## src/rtl/p_mul_sequencer.sv

```systemverilog
// Packed SIMD multiply sequencer: runs 2x16-bit or 4x8-bit lane products
// through one shared 17x17 signed multiplier, one lane per cycle, and holds
// the front of the pipeline while it works.
module p_mul_sequencer (
  input  logic        clk,
  input  logic        rst_n,
  input  logic        start,
  input  logic [5:0]  alu_control_e,
  input  logic [31:0] src_a_e,
  input  logic [31:0] src_b_e,
  input  logic        flush_e,
  output logic        stall_mul,
  output logic        done,
  output logic [63:0] result
);

  typedef enum logic [1:0] {IDLE, RUN, DONE} state_t;

  state_t             state, state_next;
  logic [31:0]        op_a, op_b;
  logic               op_is8, op_signed;
  logic [1:0]         lane_cnt;
  logic [63:0]        work, work_next;
  logic               is_mul, accept, last_lane;
  logic [15:0]        a16, b16;
  logic [7:0]         a8, b8;
  logic signed [16:0] lane_a, lane_b;
  logic signed [33:0] product;

  // Decode the four packed-multiply codes; bit 2 selects 8-bit lanes, bit 0 unsigned.
  always_comb begin
    is_mul = 1'b0;
    case (alu_control_e)
      6'b100010, 6'b100011, 6'b100100, 6'b100101: is_mul = 1'b1;
      default:                                    is_mul = 1'b0;
    endcase
  end

  // rst_n gates accept so stall_mul is low the moment reset asserts.
  assign accept    = rst_n & start & ~flush_e & is_mul;
  assign last_lane = op_is8 ? (lane_cnt == 2'd3) : (lane_cnt == 2'd1);

  // Select the current lane and extend it to 17 bits for the shared multiplier.
  always_comb begin
    a16 = op_a[{lane_cnt[0], 4'b0000} +: 16];
    b16 = op_b[{lane_cnt[0], 4'b0000} +: 16];
    a8  = op_a[{lane_cnt, 3'b000} +: 8];
    b8  = op_b[{lane_cnt, 3'b000} +: 8];
    if (op_is8) begin
      lane_a = {{9{op_signed & a8[7]}}, a8};
      lane_b = {{9{op_signed & b8[7]}}, b8};
    end else begin
      lane_a = {op_signed & a16[15], a16};
      lane_b = {op_signed & b16[15], b16};
    end
  end

  assign product = lane_a * lane_b;

  // Drop the truncated lane product into its slot of the working register.
  always_comb begin
    work_next = work;
    if (op_is8)
      work_next[{lane_cnt, 4'b0000} +: 16] = product[15:0];
    else
      work_next[{lane_cnt[0], 5'b00000} +: 32] = product[31:0];
  end

  // State register.
  always_ff @(posedge clk or negedge rst_n) begin
    if (!rst_n) state <= IDLE;
    else        state <= state_next;
  end

  // Next-state and handshake outputs; a flush in RUN releases the stall at once.
  always_comb begin
    state_next = state;
    stall_mul  = 1'b0;
    done       = 1'b0;
    case (state)
      IDLE: begin
        if (accept) begin
          state_next = RUN;
          stall_mul  = 1'b1;
        end
      end
      RUN: begin
        if (flush_e) begin
          state_next = IDLE;
        end else begin
          stall_mul = 1'b1;
          if (last_lane) state_next = DONE;
        end
      end
      DONE: begin
        done       = 1'b1;
        state_next = IDLE;
      end
      default: state_next = IDLE;
    endcase
  end

  // Operand latch, lane counter, working register and published result.
  always_ff @(posedge clk or negedge rst_n) begin
    if (!rst_n) begin
      op_a      <= '0;
      op_b      <= '0;
      op_is8    <= 1'b0;
      op_signed <= 1'b0;
      lane_cnt  <= '0;
      work      <= '0;
      result    <= '0;
    end else begin
      if (state == IDLE && accept) begin
        op_a      <= src_a_e;
        op_b      <= src_b_e;
        op_is8    <= alu_control_e[2];
        op_signed <= ~alu_control_e[0];
        lane_cnt  <= '0;
        work      <= '0;
      end else if (state == RUN && !flush_e) begin
        work     <= work_next;
        lane_cnt <= lane_cnt + 2'd1;
        if (last_lane) result <= work_next;
      end
    end
  end

endmodule

```

## config.mk

```make
export PLATFORM = sky130hd
export DESIGN_NAME = p_mul_sequencer
export DESIGN_NICKNAME = d
export VERILOG_FILES = /design/src/rtl/p_mul_sequencer.sv
export SDC_FILE = /design/constraint.sdc
export NUM_CORES = 1
export LEC_CHECK = 0
export ABC_AREA = 1
export CAP_MARGIN = 20
export CELL_PAD_IN_SITES_DETAIL_PLACEMENT = 1
export CELL_PAD_IN_SITES_GLOBAL_PLACEMENT = 2
export CORE_UTILIZATION = 34
export CTS_CLUSTER_SIZE = 20
export DETAILED_ROUTE_END_ITERATION = 8
export PLACE_DENSITY_LB_ADDON = 0.08
export SYNTH_ARGS = -nofsm -noshare
export SYNTH_HDL_FRONTEND = slang
export SYNTH_SLANG_ARGS = --single-unit
export TNS_END_PERCENT = 1
```

## constraint.sdc

```tcl
create_clock -name clk -period 6 [get_ports clk]
set_clock_uncertainty 0.1 [all_clocks]
set_input_delay 0.6 -clock clk [delete_from_list [all_inputs] [get_ports clk]]
set_output_delay 0.6 -clock clk [all_outputs]
set_load 0.005 [all_outputs]
```

==> results.json, run 1 <==
{
  "wl_per_cell_um": 21.4,
  "slowest_delay_ps": 530,
  "clock_sinks": 198,
  "port_buffers": 139,
  "cts_buffer_depth": 2,
  "post-route-min-period_ps": 6910,
  "synth_common_cells": "nand2_1, inv_1, fa_1",
  "synth.top_cell.area_share_pct": 27.2,
  "die_x_um": 249,
  "crit_fanout": 8,
  "detail-route-antenna-nets": 0,
  "yosysMostFrequentCell": "nand2_1",
  "async_flop_share_pct": 100,
  "clock_latency_ps": 470,
  "clk_pin_slew_ps": 90,
  "cts_tree": "done",
  "drv_slew": 0,
  "rsz0062_at_grt": "true",
  "synth-seq-cells": 198,
  "avgViaCountPerCell": 5.03,
  "start_util_pct": 34.4,
  "worst_setup_path_end_kind": "register",
  "hold_buffers": 0,
  "gp_congestion": 0.904,
  "synthDistinctLibCells": 59,
  "arrival_ps": 7180,
  "worstRegToRegCells": 34,
  "place_ws_ps": -1280,
  "rr_startpoint": "lane_cnt[0]",
  "synth_edf_count": 0,
  "drtPass1Iterations": 5,
  "fill_cells": 7055,
  "io_pins": 140,
  "worstSetupPathType": "reg2reg",
  "place_hpwl_um": 65300,
  "synth_area_per_cell_um2": 8.12,
  "die_h_um": 249,
  "diodes": 0,
  "drive_above_1_share_pct": 27.9,
  "multi_input_area_um2": 15100,
  "stdcell_count": 3820,
  "fp-row-count": 90,
  "drtIter0Drc": 897,
  "finalHoldViolations": 0,
  "synth-seq-area-share_pct": 23.9,
  "relSlewSlack_pct": 32.3,
  "seq_area_um2": 4960,
  "maxCapViolCount": 0,
  "drt-total-wl_um": 81900,
  "netlist_top_cells_area": "fa_1, dfrtp_1, nand2_1",
  "cts-buffers-inserted": 17,
  "yosys_warnings": 0,
  "critPathLaunchType": "register",
  "grt_overflow": 0,
  "setup_viol": 95,
  "ys.flop_type": "dfrtp_1",
  "drc_errors": 0,
  "worstPathRequired_ps": 6270,
  "core_area_um2": 60400,
  "cpMaxStageDelayCell": "fa_1",
  "timing.final.crit_share_pct": 115,
  "grt_max_degree": 89,
  "reg2reg_to": "work[17]",
  "cts-root-buf": "clkbuf_16",
  "max_freq_mhz": 145,
  "area_growth_pct": 38.2,
  "worst_slew_pin_slew_ps": 1020,
  "grt_pass1_vias": 21900,
  "violations": "setup timing",
  "fin_ws_ps": -910,
  "nNetsFinal": 3468,
  "placed_cells": 3735,
  "dieArea_um2": 62100,
  "vias": 19200,
  "htreeDepth": 4,
  "hold_class": "in2async",
  "syn_inst": 2558,
  "syn_nets": 3001,
  "outcome": "finished, violations left",
  "post-synth-top-area-cell": "fa_1",
  "rrSetupSlack_ps": -910,
  "antenna_found_initial": 1,
  "gr-usage-all-layers_pct": 27.5,
  "synth_area_um2": 20800,
  "grt_pass1_wl_um": 129000
}
==> layout make-up <==
type	instances	area share [%]
well taps	782	3.41
clock buffers	18	1.53
multi-input cells	1762	52.7
flip-flops and latches	198	17.3
inverters	499	6.83
clock inverters	14	0.628
repair buffers	547	17.6
==> placed cells by master, fill, tap and decap left out, drive strengths merged, types with 6 or more instances in the layout <==
cell,n
nand2,656
inv,496
buf,408
fa,282
nor2,207
dfrtp,198
clkdlybuf4s50,138
o21ai,138
a21oi,93
ha,87
nand3,76
mux2,45
o22ai,35
clkbuf,19
o221ai,16
nor3,14
o211ai,12
nand4,12
xor2,12
or2,10
clkinv,10
o21bai,9
a31oi,9
xnor2,8
a22oi,7
a211oi,7
clkinvlp,6
a22o,6
==> registers in the layout (all words and copies together), names as in the netlist <==
register and count:
op_a 32, state 2, lane_cnt 2, op_b 32, op_signed 1, op_is8 1
result 64, work 64
==> metal layers <==
layer	GRT usage (%)	vias to the layer above	share of wire, %
met1	35.7	9927	44
li1	-	8789	-
met2	47.2	400	49
met5	0	-	0.011
met3	4.21	114	4.2
met4	8.54	2	3.0
==> worst max-delay path, delay by kind of cell, from the launching register on <==
family | cells | cell delay (ps)
and+or+nand+nor | 6 | 460
buffers and inverters | 13 | 1310
adders and majority gates | 7 | 3140
DFF | 1 | 500
xor gates and xnor gates | 1 | 100
AOI/OAI and AO/OA | 7 | 1190
==> through the flow <==
stage / setup TNS [ps] / cell area [um2] / hold WS, ps / utilization [%]
2_1_floorplan: -7040 / 21500 / 204 / -
3_3_place_gp: -90000 / 26200 / 361 / 43.4
3_5_place_dp: -97710 / 26200 / 368 / 43.4
4_1_cts: -67630 / 28200 / 79.1 / 46.7
5_1_grt: -93250 / 28700 / 107 / 47.5
6_report: -68010 / 28700 / 66.4 / 47.5
==> what timing repair did <==
action	in CTS	in global routing
endpoints found under the setup margin	101	106
pin swaps	76	69
cloned	2	0
gates resized for setup	253	114
setup buffers	42	11
==> cells by family (layout without fill, tap and decap cells) <==
group           Yosys count  in the layout  share of synthesized area (%)
compound gates          347            347                           9.97
simple gates            981            981                           19.2
mux                      45             45                           2.44
buf+inv                 598           1078                           11.3
fa+ha+maj               369            369                           32.4
flops                   198            198                           23.9
xor+xnor                 20             20                          0.844
==> worst max path at each step <==
stage | startpoint | endpoint | slack, ps
floorplan | lane_cnt[0] | result[26] | -170
CTS | lane_cnt[0] | work[31] | -920
detailed placement | lane_cnt[0] | result[50] | -1280
global placement | lane_cnt[1] | work[60] | -1320
global route | lane_cnt[0] | work[17] | -1180
finish | lane_cnt[0] | work[17] | -910
Power of run 1 is left out: the tool's default activity adds up to more than one toggle a clock period on the data nets, which glitch-free logic cannot reach.
==> run 2: changes to the inputs <==
--- a/config.mk
+++ b/config.mk
@@ -6,10 +6,11 @@
 export NUM_CORES = 1
 export LEC_CHECK = 0
 export ABC_AREA = 1
+export ABC_CLOCK_PERIOD_IN_PS = 6510
 export CAP_MARGIN = 20
 export CELL_PAD_IN_SITES_DETAIL_PLACEMENT = 1
 export CELL_PAD_IN_SITES_GLOBAL_PLACEMENT = 2
-export CORE_UTILIZATION = 34
+export CORE_UTILIZATION = 37
 export CTS_CLUSTER_SIZE = 20
 export DETAILED_ROUTE_END_ITERATION = 8
 export PLACE_DENSITY_LB_ADDON = 0.08
==> constraint.sdc (replaced) <==
create_clock -name clk -period 6.51 [get_ports clk]
set_clock_uncertainty 0.1 [all_clocks]
set_input_delay 1.302 -clock clk [delete_from_list [all_inputs] [get_ports clk]]
set_output_delay 1.302 -clock clk [all_outputs]
set_load 0.005 [all_outputs]
==> results.json, run 2 (synthesized netlist as in run 1, its figures left out) <==
{
  "start_util_pct": 37.5,
  "outcome": "finished, violations left",
  "top_regs": "result (64), work (64)",
  "drtIter0Drc": 1071,
  "grt_pass1_vias": 21000,
  "final_cell_mix": "nand2_1, inv_1, buf_4, fa_1, dfrtp_1",
  "critPathLaunchType": "register",
  "hold_buffers": 0,
  "cts_buffer_depth": 2,
  "maxCapViolCount": 0,
  "die_h_um": 239,
  "area_growth_pct": 29.7,
  "grt_pass1_wl_um": 120000,
  "rr_startpoint": "lane_cnt[0]",
  "stdcell_count": 3727,
  "detail-route-antenna-nets": 0,
  "cpMaxStageDelayCell": "fa_2",
  "avgViaCountPerCell": 4.99,
  "port_buffers": 139,
  "post-route-min-period_ps": 6980,
  "die_x_um": 239,
  "fp-row-count": 86,
  "max_freq_mhz": 143,
  "drc_errors": 0,
  "cts_tree": "done",
  "worst_slew_pin_slew_ps": 971,
  "io_pins": 140,
  "crit_fanout": 12,
  "violations": "setup timing",
  "min_from": "work[62]",
  "antenna_found_initial": 0,
  "placed_cells": 3655,
  "fill_cells": 6667,
  "worst_setup_path_end_kind": "register",
  "postLayoutCoreUtil_pct": 48.7,
  "clock_sinks": 198,
  "cpMostUsedCell": "buf_4",
  "nNetsFinal": 3409,
  "hold_class": "reg2reg",
  "drive_above_1_share_pct": 21.5,
  "hold_slack_ps": 387,
  "multi_input_area_um2": 14300,
  "clk_pin_slew_ps": 80,
  "place_hpwl_um": 60000,
  "timing.final.crit_share_pct": 107,
  "cts-root-buf": "clkbuf_16",
  "rrSetupSlack_ps": -470,
  "seq_area_um2": 4960,
  "finalHoldViolations": 0,
  "dieArea_um2": 57100,
  "core_area_um2": 55300,
  "holdPathEnd": "work[62]",
  "slowest_delay_ps": 610,
  "drtPass1Iterations": 5,
  "final_common_cell": "nand2_1",
  "grt_overflow": 0,
  "worstSetupPathType": "reg2reg",
  "gr-usage-all-layers_pct": 27.5,
  "relSlewSlack_pct": 35.3,
  "setup_viol": 75,
  "place_area_um2": 25100,
  "worstPathRequired_ps": 6760,
  "reg2reg_to": "work[56]",
  "grt_max_degree": 89,
  "fin_ws_ps": -467,
  "htreeDepth": 4,
  "diodes": 0,
  "drv_slew": 0,
  "gp_congestion": 0.905,
  "stdcell_area_um2": 26900,
  "holdPathStages": 2,
  "wl_per_cell_um": 20.0,
  "drt-total-wl_um": 74600,
  "rsz0062_at_grt": "true",
  "vias": 18600,
  "clock_latency_ps": 490,
  "arrival_ps": 7230,
  "worstRegToRegCells": 31,
  "cts-buffers-inserted": 17
}
## run 2: worst max path at each step
stage	startpoint	end	slack, ps	cells after the start
2_1_floorplan	lane_cnt[0]	work[52]	-20	30
3_3_place_gp	lane_cnt[0]	result[26]	-690	33
3_5_place_dp	lane_cnt[0]	work[26]	-800	33
4_1_cts	lane_cnt[0]	work[26]	-420	31
5_1_grt	lane_cnt[0]	work[27]	-690	35
6_report	lane_cnt[0]	work[56]	-470	31
## run 2: critical path: cells and delay by family, from the launching register on
family / cells / cell delay (ps)
fa+ha+maj: 7 / 3330
buf+inv: 10 / 1310
simple gates: 10 / 1130
compound gates: 4 / 510
flops: 1 / 450
## run 2: per-layer routing
layer	vias up	wire length [um]	global-route usage [%]
met5	-	0	0
met4	0	2350	8.57
met3	105	1900	3.00
met2	327	36900	47.3
met1	9500	33400	36.2
li1	8662	-	-
## run 2: cell type report
cell class                 instances  area share, %
sequential                       198           18.4
inverter                         499           7.08
multi-input combinational       1762           53.0
timing repair buffer             487           15.7
timing repair inverter             1         0.0279
clock buffer                      18           1.63
clock inverter                    14          0.641
tap                              748           3.47
## run 2: repair_timing
item                       CTS  global route
pin swaps                   21            43
setup buffers               23            13
gates cloned                 3             1
setup endpoints to repair   82            92
gates resized for setup    121           108
## run 2: per-stage QoR
| stage | setup TNS [ps] | setup slack, ps |
|---|---|---|
| 3_3_place_gp | -34570 | -693 |
| 4_1_cts | -22470 | -416 |
| 6_report | -19170 | -467 |
| 5_1_grt | -44210 | -688 |
| 2_1_floorplan | -30.3 | -16.5 |
| 3_5_place_dp | -37580 | -795 |
Power of run 2 is left out for the same reason.
